--- src/rtl/acc_shift_serial.sv ---
// acc_shift_serial: serial accumulator shifter feeding a bit-serial adder.
// Captures one WORD_LEN-bit word LSB first and holds it until the next
// word_start. At that word_start the word is shifted in parallel into the
// output buffer, then emitted LSB first on adder_a.
// Optional macro ACC_SHIFT_ROUND_EN adds round-half-up on right shifts. The
// rounding bit is added serially through a carry flop as the word is emitted.
module acc_shift_serial #(
  parameter int WORD_LEN  = 17,
  parameter int MAX_SHIFT = 16
) (
  input  logic                           clk,
  input  logic                           rst,
  input  logic                           acc_in,
  input  logic                           word_start,
  input  logic [$clog2(MAX_SHIFT+1)-1:0] shift_amt,
  input  logic                           shift_left,
  output logic                           adder_a,
  output logic                           out_start,
  output logic                           out_valid,
  output logic                           frame_err
);

  localparam int SW = $clog2(MAX_SHIFT + 1);
  localparam int CW = $clog2(WORD_LEN + 1);
  localparam int OW = $clog2(WORD_LEN);

  // capture side
  logic [WORD_LEN-1:0] cap_q, cap_d;
  logic [CW-1:0]       cap_cnt_q, cap_cnt_d;
  logic                cap_act_q, cap_act_d;
  logic [SW-1:0]       cap_amt_q, cap_amt_d;
  logic                cap_left_q, cap_left_d;

  // output side
  logic [WORD_LEN-1:0] out_q, out_d;
  logic [OW-1:0]       out_cnt_q, out_cnt_d;
  logic                out_act_q, out_act_d;
  logic                frame_err_q, frame_err_d;

  logic                cap_full;
  logic                xfer;
  logic                early;
  logic [SW-1:0]       amt_clamped;
  logic [WORD_LEN-1:0] shifted;
  logic                carry_in;

`ifdef ACC_SHIFT_ROUND_EN
  logic                carry_q, carry_d;
  logic [WORD_LEN-1:0] rnd_vec;
  logic                rnd_bit;
`endif

  assign cap_full = cap_act_q && (cap_cnt_q == CW'(WORD_LEN));
  assign xfer     = word_start && cap_full;
  assign early    = word_start && cap_act_q && !cap_full;

  // Out-of-range distances saturate here, so the captured word only ever sees legal amounts.
  assign amt_clamped = (shift_amt > SW'(MAX_SHIFT)) ? SW'(MAX_SHIFT) : shift_amt;

  // Parallel shift of the completed capture using that word's own latched shift.
  always_comb begin
    shifted = '0;
    if (cap_left_q) begin
      shifted = cap_q << cap_amt_q;
    end else begin
      shifted = $signed(cap_q) >>> cap_amt_q;
    end
  end

`ifdef ACC_SHIFT_ROUND_EN
  // Rounding bit is input bit n-1. It exists only for right shifts with n >= 1.
  always_comb begin
    rnd_vec = cap_q >> (cap_amt_q - SW'(1));
    rnd_bit = !cap_left_q && (cap_amt_q != '0) && rnd_vec[0];
  end
  assign carry_in = carry_q;
`else
  assign carry_in = 1'b0;
`endif

  assign out_valid = out_act_q;
  assign out_start = out_act_q && (out_cnt_q == '0);
  assign adder_a   = out_act_q && (out_q[0] ^ carry_in);
  assign frame_err = frame_err_q;

  // Next-state logic for the capture buffer, the output shifter and the framing pulse.
  always_comb begin
    cap_d       = cap_q;
    cap_cnt_d   = cap_cnt_q;
    cap_act_d   = cap_act_q;
    cap_amt_d   = cap_amt_q;
    cap_left_d  = cap_left_q;
    out_d       = out_q;
    out_cnt_d   = out_cnt_q;
    out_act_d   = out_act_q;
    frame_err_d = early;
`ifdef ACC_SHIFT_ROUND_EN
    carry_d     = carry_q;
`endif

    // Capture: word_start restarts at bit 0; bits beyond WORD_LEN are dropped.
    if (word_start) begin
      cap_d      = '0;
      cap_d[0]   = acc_in;
      cap_cnt_d  = CW'(1);
      cap_act_d  = 1'b1;
      cap_amt_d  = amt_clamped;
      cap_left_d = shift_left;
    end else if (cap_act_q && !cap_full) begin
      for (int unsigned i = 0; i < WORD_LEN; i++) begin
        if (cap_cnt_q == CW'(i)) begin
          cap_d[i] = acc_in;
        end
      end
      cap_cnt_d = cap_cnt_q + CW'(1);
    end

    // Output: a transfer reloads the buffer. Otherwise the buffer shifts until WORD_LEN bits are out.
    if (xfer) begin
      out_d     = shifted;
      out_cnt_d = '0;
      out_act_d = 1'b1;
`ifdef ACC_SHIFT_ROUND_EN
      carry_d   = rnd_bit;
`endif
    end else if (out_act_q) begin
      out_d = out_q >> 1;
`ifdef ACC_SHIFT_ROUND_EN
      carry_d = out_q[0] & carry_q;
`endif
      if (out_cnt_q == OW'(WORD_LEN - 1)) begin
        out_act_d = 1'b0;
        out_cnt_d = '0;
      end else begin
        out_cnt_d = out_cnt_q + OW'(1);
      end
    end
  end

  // State registers with synchronous reset. Reset also discards any word_start in the same cycle.
  always_ff @(posedge clk) begin
    if (rst) begin
      cap_q       <= '0;
      cap_cnt_q   <= '0;
      cap_act_q   <= 1'b0;
      cap_amt_q   <= '0;
      cap_left_q  <= 1'b0;
      out_q       <= '0;
      out_cnt_q   <= '0;
      out_act_q   <= 1'b0;
      frame_err_q <= 1'b0;
`ifdef ACC_SHIFT_ROUND_EN
      carry_q     <= 1'b0;
`endif
    end else begin
      cap_q       <= cap_d;
      cap_cnt_q   <= cap_cnt_d;
      cap_act_q   <= cap_act_d;
      cap_amt_q   <= cap_amt_d;
      cap_left_q  <= cap_left_d;
      out_q       <= out_d;
      out_cnt_q   <= out_cnt_d;
      out_act_q   <= out_act_d;
      frame_err_q <= frame_err_d;
`ifdef ACC_SHIFT_ROUND_EN
      carry_q     <= carry_d;
`endif
    end
  end

endmodule

--- config.mk ---
export PLATFORM = sky130hd
export DESIGN_NAME = acc_shift_serial
export DESIGN_NICKNAME = d
export VERILOG_FILES = /design/src/rtl/acc_shift_serial.sv
export SDC_FILE = /design/constraint.sdc
export NUM_CORES = 1
export LEC_CHECK = 0
export CORE_MARGIN = 2
export CORE_UTILIZATION = 37
export DETAILED_ROUTE_END_ITERATION = 10
export GPL_TIMING_DRIVEN = 0
export PLACE_DENSITY = 0.52
export SYNTH_ARGS = -nofsm -noshare
export SYNTH_HDL_FRONTEND = slang
export SYNTH_SLANG_ARGS = --single-unit
--- constraint.sdc ---
create_clock -name clk -period 2 [get_ports clk]
set_input_delay 0.4 -clock clk [delete_from_list [all_inputs] [get_ports clk]]
set_output_delay 0.4 -clock clk [all_outputs]
set_load 0.02 [all_outputs]
Word level (Yosys, flattened, before mapping):

Index checks and enable logic that the tools add are counted.

* reduce and logical (&&, ||, !) cells: 32
* add/sub/neg operators: 2
* shift operators: 2
* multiplexer cells: 13
* eq/ne operators: 18
* $lt $le $gt $ge: 1

Operators with widths (number)
* $mux W17: 3
* $eq A5 B4 Y1 const B: 8
* $reduce_and A2 Y1: 17
* $eq A5 B3 Y1 const B: 4
* $shl A17 B5 Y17: 1
* $sshr A17 B5 Y17: 1
* $eq A5 B5 Y1 const B: 3
* $add A5 B1 Y5 const B: 2
* $eq A5 B2 Y1 const B: 2
* $logic_not A5 Y1: 2
* $mux W5: 2
* $mux W1: 8
* $logic_and A1 B1 Y1: 7
* $reduce_bool A2 Y1: 3
* $eq A5 B1 Y1 const B: 1
* $gt A5 B5 Y1 const B: 1
* $reduce_or A2 Y1: 2
* $logic_not A1 Y1: 1

* word-level logic and storage cells: 94
* output and inout port bits: 4
* bits in registers: 53

Longest topological paths before layout:

* word-level depth: 6
* depth in mapped cells: 9

Least setup slack after synthesis:

OpenSTA, ideal clock, no wires.

* kind: reg-to-output
* start point: register out_act_q, in the netlist out_valid
* end point: output port out_start
* path buffers: 2
* cell stages (with the launch flop): 5
* slack: 0.127 ns
* arrival: 1.473 ns
* required time: 1.600 ns
* cell sequence: dfxtp_1 -> clkbuf_1 -> clkbuf_1 -> nand3_1 -> nor2_1

* longest elaborated chain between the ends: 1

RTL lines
* start, declared: line 37 `logic out_act_q, out_act_d;`
* start signal, assigned: line 163 `out_act_q <= out_act_d;`
* $logic_and A1 B1 Y1: line 82 `assign out_start = out_act_q && (out_cnt_q == '0);`
* end, declared: line 18 `output logic out_start,`

Every way passes these cells.

Worst setup path in the final report:

* start point: register cap_amt_q[0]
* end point: register out_q[5]

* longest elaborated chain between the ends: 3
* elaborated cells between the ends (all ways): 4
* those cells by class: shift (2); mux (2)

RTL lines
* start, declared: line 31 `logic [SW-1:0] cap_amt_q, cap_amt_d;`
* start signal, assigned: line 159 `cap_amt_q <= cap_amt_d;`
* $sshr A17 B5 Y17 or $shl A17 B5 Y17 (tied branches): line 66, 64
* $mux W17 *: line 63 `if (cap_left_q) begin`
* $mux W17 *: line 119 `if (xfer) begin`
* end signal, assigned: line 161 `out_q <= out_d;`
* end, declared: line 35 `logic [WORD_LEN-1:0] out_q, out_d;`

Every way passes the cells marked *; elsewhere a longest branch is shown, timed or not.
A chain may end at the register's enable or synchronous reset.

==> impl_metrics.xml <==
<?xml version="1.0" encoding="UTF-8"?>
<metrics>
  <group name="drt">
    <metric name="ant_nets" unit="">0</metric>
    <metric name="wl" unit="um">13800</metric>
    <metric name="first_pass_iters" unit="">4</metric>
    <metric name="routed_via_density" unit="">5.99</metric>
    <metric name="dr.first_iter.drc_count" unit="">392</metric>
    <metric name="via_count" unit="">3983</metric>
    <metric name="met3_length" unit="um">731</metric>
    <metric name="post-route-drc-count" unit="">0</metric>
    <metric name="wl_met2" unit="um">6520</metric>
    <metric name="met1_length" unit="um">6220</metric>
    <metric name="wl_per_cell" unit="um">20.7</metric>
    <metric name="top_layer" unit="">met4</metric>
  </group>
  <group name="yosys">
    <metric name="synth-compound-area-share" unit="">0.172</metric>
    <metric name="post_synth_instance_area" unit="sq mm">0.00422</metric>
    <metric name="synthSimpleGateAreaFrac" unit="">0.210</metric>
    <metric name="fraction_of_synthesis_flops_using_an_asynchronous_set_or_reset_pin" unit="">0</metric>
    <metric name="muxShareOfSynthArea" unit="">0.264</metric>
    <metric name="yosys_warnings" unit="">0</metric>
    <metric name="postSynthNetCount" unit="">519</metric>
    <metric name="synth_seq_area_share" unit="">0.251</metric>
    <metric name="synth_adder_area_share" unit="">0.0207</metric>
    <metric name="synth_enable_flop_cells" unit="">0</metric>
    <metric name="syn_inst" unit="">502</metric>
    <metric name="synthDistinctLibCells" unit="">63</metric>
    <metric name="synth_top_flop_cell" unit="">dfxtp_1</metric>
    <metric name="synth_top_family_by_area" unit="">multiplexers</metric>
    <metric name="post_synthesis_register_bit_count" unit="">53</metric>
    <metric name="yosys.area_share.xor_xnor" unit="">0.0124</metric>
    <metric name="synthesis.area_per_instance" unit="sq um">8.41</metric>
  </group>
  <group name="worst_setup_path">
    <metric name="startpoint_type" unit="">flip-flop</metric>
    <metric name="path_max_fanout" unit="">10</metric>
    <metric name="critPathRequiredTime" unit="ps">2200</metric>
    <metric name="setup.worst_path.class" unit="">reg -&gt; reg</metric>
    <metric name="reg2reg_depth" unit="">8</metric>
    <metric name="ff2ff_setup_slack" unit="ps">40</metric>
    <metric name="reg2reg_to" unit="">out_q[5]$_SDFFE_PP0P_</metric>
    <metric name="critical_path_arrival" unit="ps">2160</metric>
    <metric name="regToRegStartpoint" unit="">cap_amt_q[0]$_SDFFE_PP0P_</metric>
    <metric name="cp-end-kind" unit="">flip-flop</metric>
  </group>
  <group name="die">
    <metric name="initial_core_util" unit="">0.375</metric>
    <metric name="floorplan.die_area" unit="sq mm">0.0123</metric>
    <metric name="dieWidth" unit="um">111</metric>
    <metric name="die_y" unit="um">111</metric>
    <metric name="core_area" unit="sq mm">0.0113</metric>
    <metric name="num_io_pins" unit="">14</metric>
    <metric name="floorplan.rows" unit="">39</metric>
  </group>
  <group name="cells_and_area">
    <metric name="synthToLayoutAreaGrowth" unit="%">15.2</metric>
    <metric name="postLayoutCoreUtil" unit="">0.432</metric>
    <metric name="drive_above_1_share" unit="">0.224</metric>
    <metric name="finalInstanceArea" unit="sq mm">0.00487</metric>
    <metric name="n_antenna_cell" unit="">0</metric>
    <metric name="layout_commonest_cell" unit="">nand2_1</metric>
    <metric name="final_cells" unit="">665</metric>
    <metric name="design.final.nets" unit="">538</metric>
    <metric name="layout.cells.most_common_list" unit="">54 x nand2_1, 52 x nor2_1, 48 x dfxtp_1</metric>
  </group>
  <group name="power_and_ir_drop">
    <metric name="power_switching" unit="mW">0.620</metric>
    <metric name="irDropWorstVdd" unit="uV">290</metric>
    <metric name="internal-power" unit="mW">1.66</metric>
    <metric name="finalPower" unit="mW">2.28</metric>
    <metric name="comb_power_share" unit="">0.142</metric>
    <metric name="share_clk_of_total_power" unit="">0.379</metric>
    <metric name="p_sw_frac" unit="">0.272</metric>
    <metric name="static-leakage-power" unit="nW">1.59</metric>
    <metric name="seq_power_share" unit="">0.479</metric>
    <metric name="power.density_cell_area" unit="mW/mm^2">468</metric>
  </group>
  <group name="sta">
    <metric name="total_count_of_max_transition_violations_in_the_final_report" unit="">0</metric>
    <metric name="share_of_the_cycle_needed_by_the_critical_path_after_routing" unit="">0.980</metric>
    <metric name="setup_repair_after_global_routing_missed_its_margin" unit="">yes</metric>
    <metric name="clock_skew" unit="ps">12.1</metric>
    <metric name="finalWorstSetupSlack" unit="ps">40.4</metric>
    <metric name="timing.final.crit_period" unit="ps">1960</metric>
    <metric name="fmax" unit="MHz">510</metric>
    <metric name="fin_tns_setup" unit="ps">0</metric>
    <metric name="max-slew-margin-rel" unit="">0.598</metric>
    <metric name="finalHoldViolations" unit="">0</metric>
    <metric name="worst_hold_slack" unit="ps">416</metric>
    <metric name="tightest_slew" unit="ps">598</metric>
    <metric name="final_setup_viols" unit="">0</metric>
  </group>
  <group name="grt">
    <metric name="grt_antenna_before_repair" unit="">0</metric>
    <metric name="gr-total-overflow" unit="">0</metric>
    <metric name="grt_first_pass_wirelength" unit="um">22000</metric>
    <metric name="grt.total_usage" unit="">0.223</metric>
    <metric name="grt_pass1_vias" unit="">3862</metric>
    <metric name="grt_start_max_net_pins" unit="">17</metric>
  </group>
  <group name="status">
    <metric name="run_status" unit="">finished, final reports clean</metric>
  </group>
  <group name="hold_path">
    <metric name="worst_min_path_class" unit="">in -&gt; reg</metric>
    <metric name="worstHoldPathCells" unit="">3</metric>
    <metric name="worstHoldEndpoint" unit="">cap_q[7]$_SDFFE_PP0P_</metric>
    <metric name="hold_path_startpoint" unit="">acc_in</metric>
  </group>
  <group name="clocking">
    <metric name="cts.htree.levels" unit="">2</metric>
    <metric name="clock_tree.buffer_depth" unit="">2</metric>
    <metric name="cts-buffers-inserted" unit="">5</metric>
    <metric name="clock_insertion_delay_worst_skew" unit="ps">300</metric>
    <metric name="cts_num_sinks" unit="">53</metric>
    <metric name="tritoncts_clock_tree" unit="">yes</metric>
    <metric name="clk_transition_reported_paths" unit="ps">70</metric>
    <metric name="holdBufCountCts" unit="">0</metric>
    <metric name="clockRootBuffer" unit="">clkbuf_16</metric>
  </group>
  <group name="place">
    <metric name="gp_congestion" unit="">0.972</metric>
    <metric name="cell_area_reported_after_detailed_placement" unit="sq mm">0.00451</metric>
    <metric name="portbufs" unit="">11</metric>
    <metric name="post-place-ws" unit="ps">-471</metric>
    <metric name="placedCellCount" unit="">656</metric>
    <metric name="dp_hpwl" unit="um">10200</metric>
  </group>
  <group name="flow_run">
    <metric name="max-cap-violations" unit="">0</metric>
  </group>
</metrics>
==> per-layer routing <==
metal,track usage,vias to the layer above
met2,0.365,161
li1,-,1878
met5,0,-
met3,0.0312,28
met4,0.0642,0
met1,0.308,1916
==> synth_stat cells (all sizes together), types with 3 or more instances <==
master   n  share of area
a211oi   8          0.014
a21oi   33          0.039
a221oi   8          0.018
a31oi    8          0.012
and3     3         0.0044
buf     23          0.039
clkbuf  24          0.021
dfxtp   53           0.25
ha       7          0.021
inv     10         0.0089
mux2    24          0.064
mux2i   44           0.10
mux4    18          0.096
nand2   54          0.048
nand2b   8          0.012
nand3   14          0.017
nand3b   6          0.011
nand4    5         0.0074
nor2    53          0.047
nor2b   11          0.016
nor3     8          0.011
nor3b    4         0.0071
nor4     4         0.0059
o21ai   25          0.030
o22ai    5         0.0089
or2      3         0.0044
xor2     4         0.0083
==> state kept, by name, summed over array words and instances (netlist names), 5 cells and up <==
name and count:
cap_amt_q 5, out_q 17, cap_cnt_q 5, out_cnt_q 5
cap_q 17
==> power by group through the flow <==
stage	logic, mW	registers (mW)	clock network (mW)
3_3_place_gp	0.304	1.11	0
6_report	0.323	1.09	0.864
5_1_grt	0.350	1.09	0.933
4_1_cts	0.310	1.09	0.880
2_1_floorplan	0.217	1.11	0
3_5_place_dp	0.305	1.11	0
==> critical path: stages (launching register included) <==
cell	delay, ps
dfxtp_1	300
buf_4	170
buf_4	200
buf_4	210
nand2_1	70
o22ai_1	70
nor3_1	430
a21oi_1	180
o311ai_1	230
==> what timing repair did <==
item,4_1_cts,5_1_grt
gates resized for setup,20,50
buffers inserted,1,2
hold endpoints to repair,0,0
cloned,0,2
endpoints found under the setup margin,16,25
pin swaps,1,5
==> worst max path at each step <==
stage | from | to | slack, ps | cells past startpoint
4_1_cts | cap_cnt_q[0]$_SDFFE_PP0P_ | out_q[14]$_SDFFE_PP0P_ | 0.7 | 8
2_1_floorplan | out_valid$_SDFF_PP0_ | out_start | 130 | 4
6_report | cap_amt_q[0]$_SDFFE_PP0P_ | out_q[5]$_SDFFE_PP0P_ | 40 | 8
3_5_place_dp | out_valid$_SDFF_PP0_ | out_start | -470 | 5
5_1_grt | cap_cnt_q[1]$_SDFFE_PP0P_ | out_q[9]$_SDFFE_PP0P_ | -10 | 6
3_3_place_gp | out_valid$_SDFF_PP0_ | out_start | -440 | 5
==> kinds of logic after synthesis <==
group,count (synthesis)
compound gates,112
flops,53
simple gates,181
fa+ha+maj,7
buf+inv,57
xor+xnor,6
mux,86
==> final cells by class <==
cell class,instances,area [sq um]
inverter,10,37.5
sequential,53,1070
timing repair buffer,15,155
clock inverter,2,15.0
tap,143,179
fill,1155,6410
clock buffer,6,129
multi-input combinational,393,3000
buffer,43,274
Power figures use the tool's default switching activity.
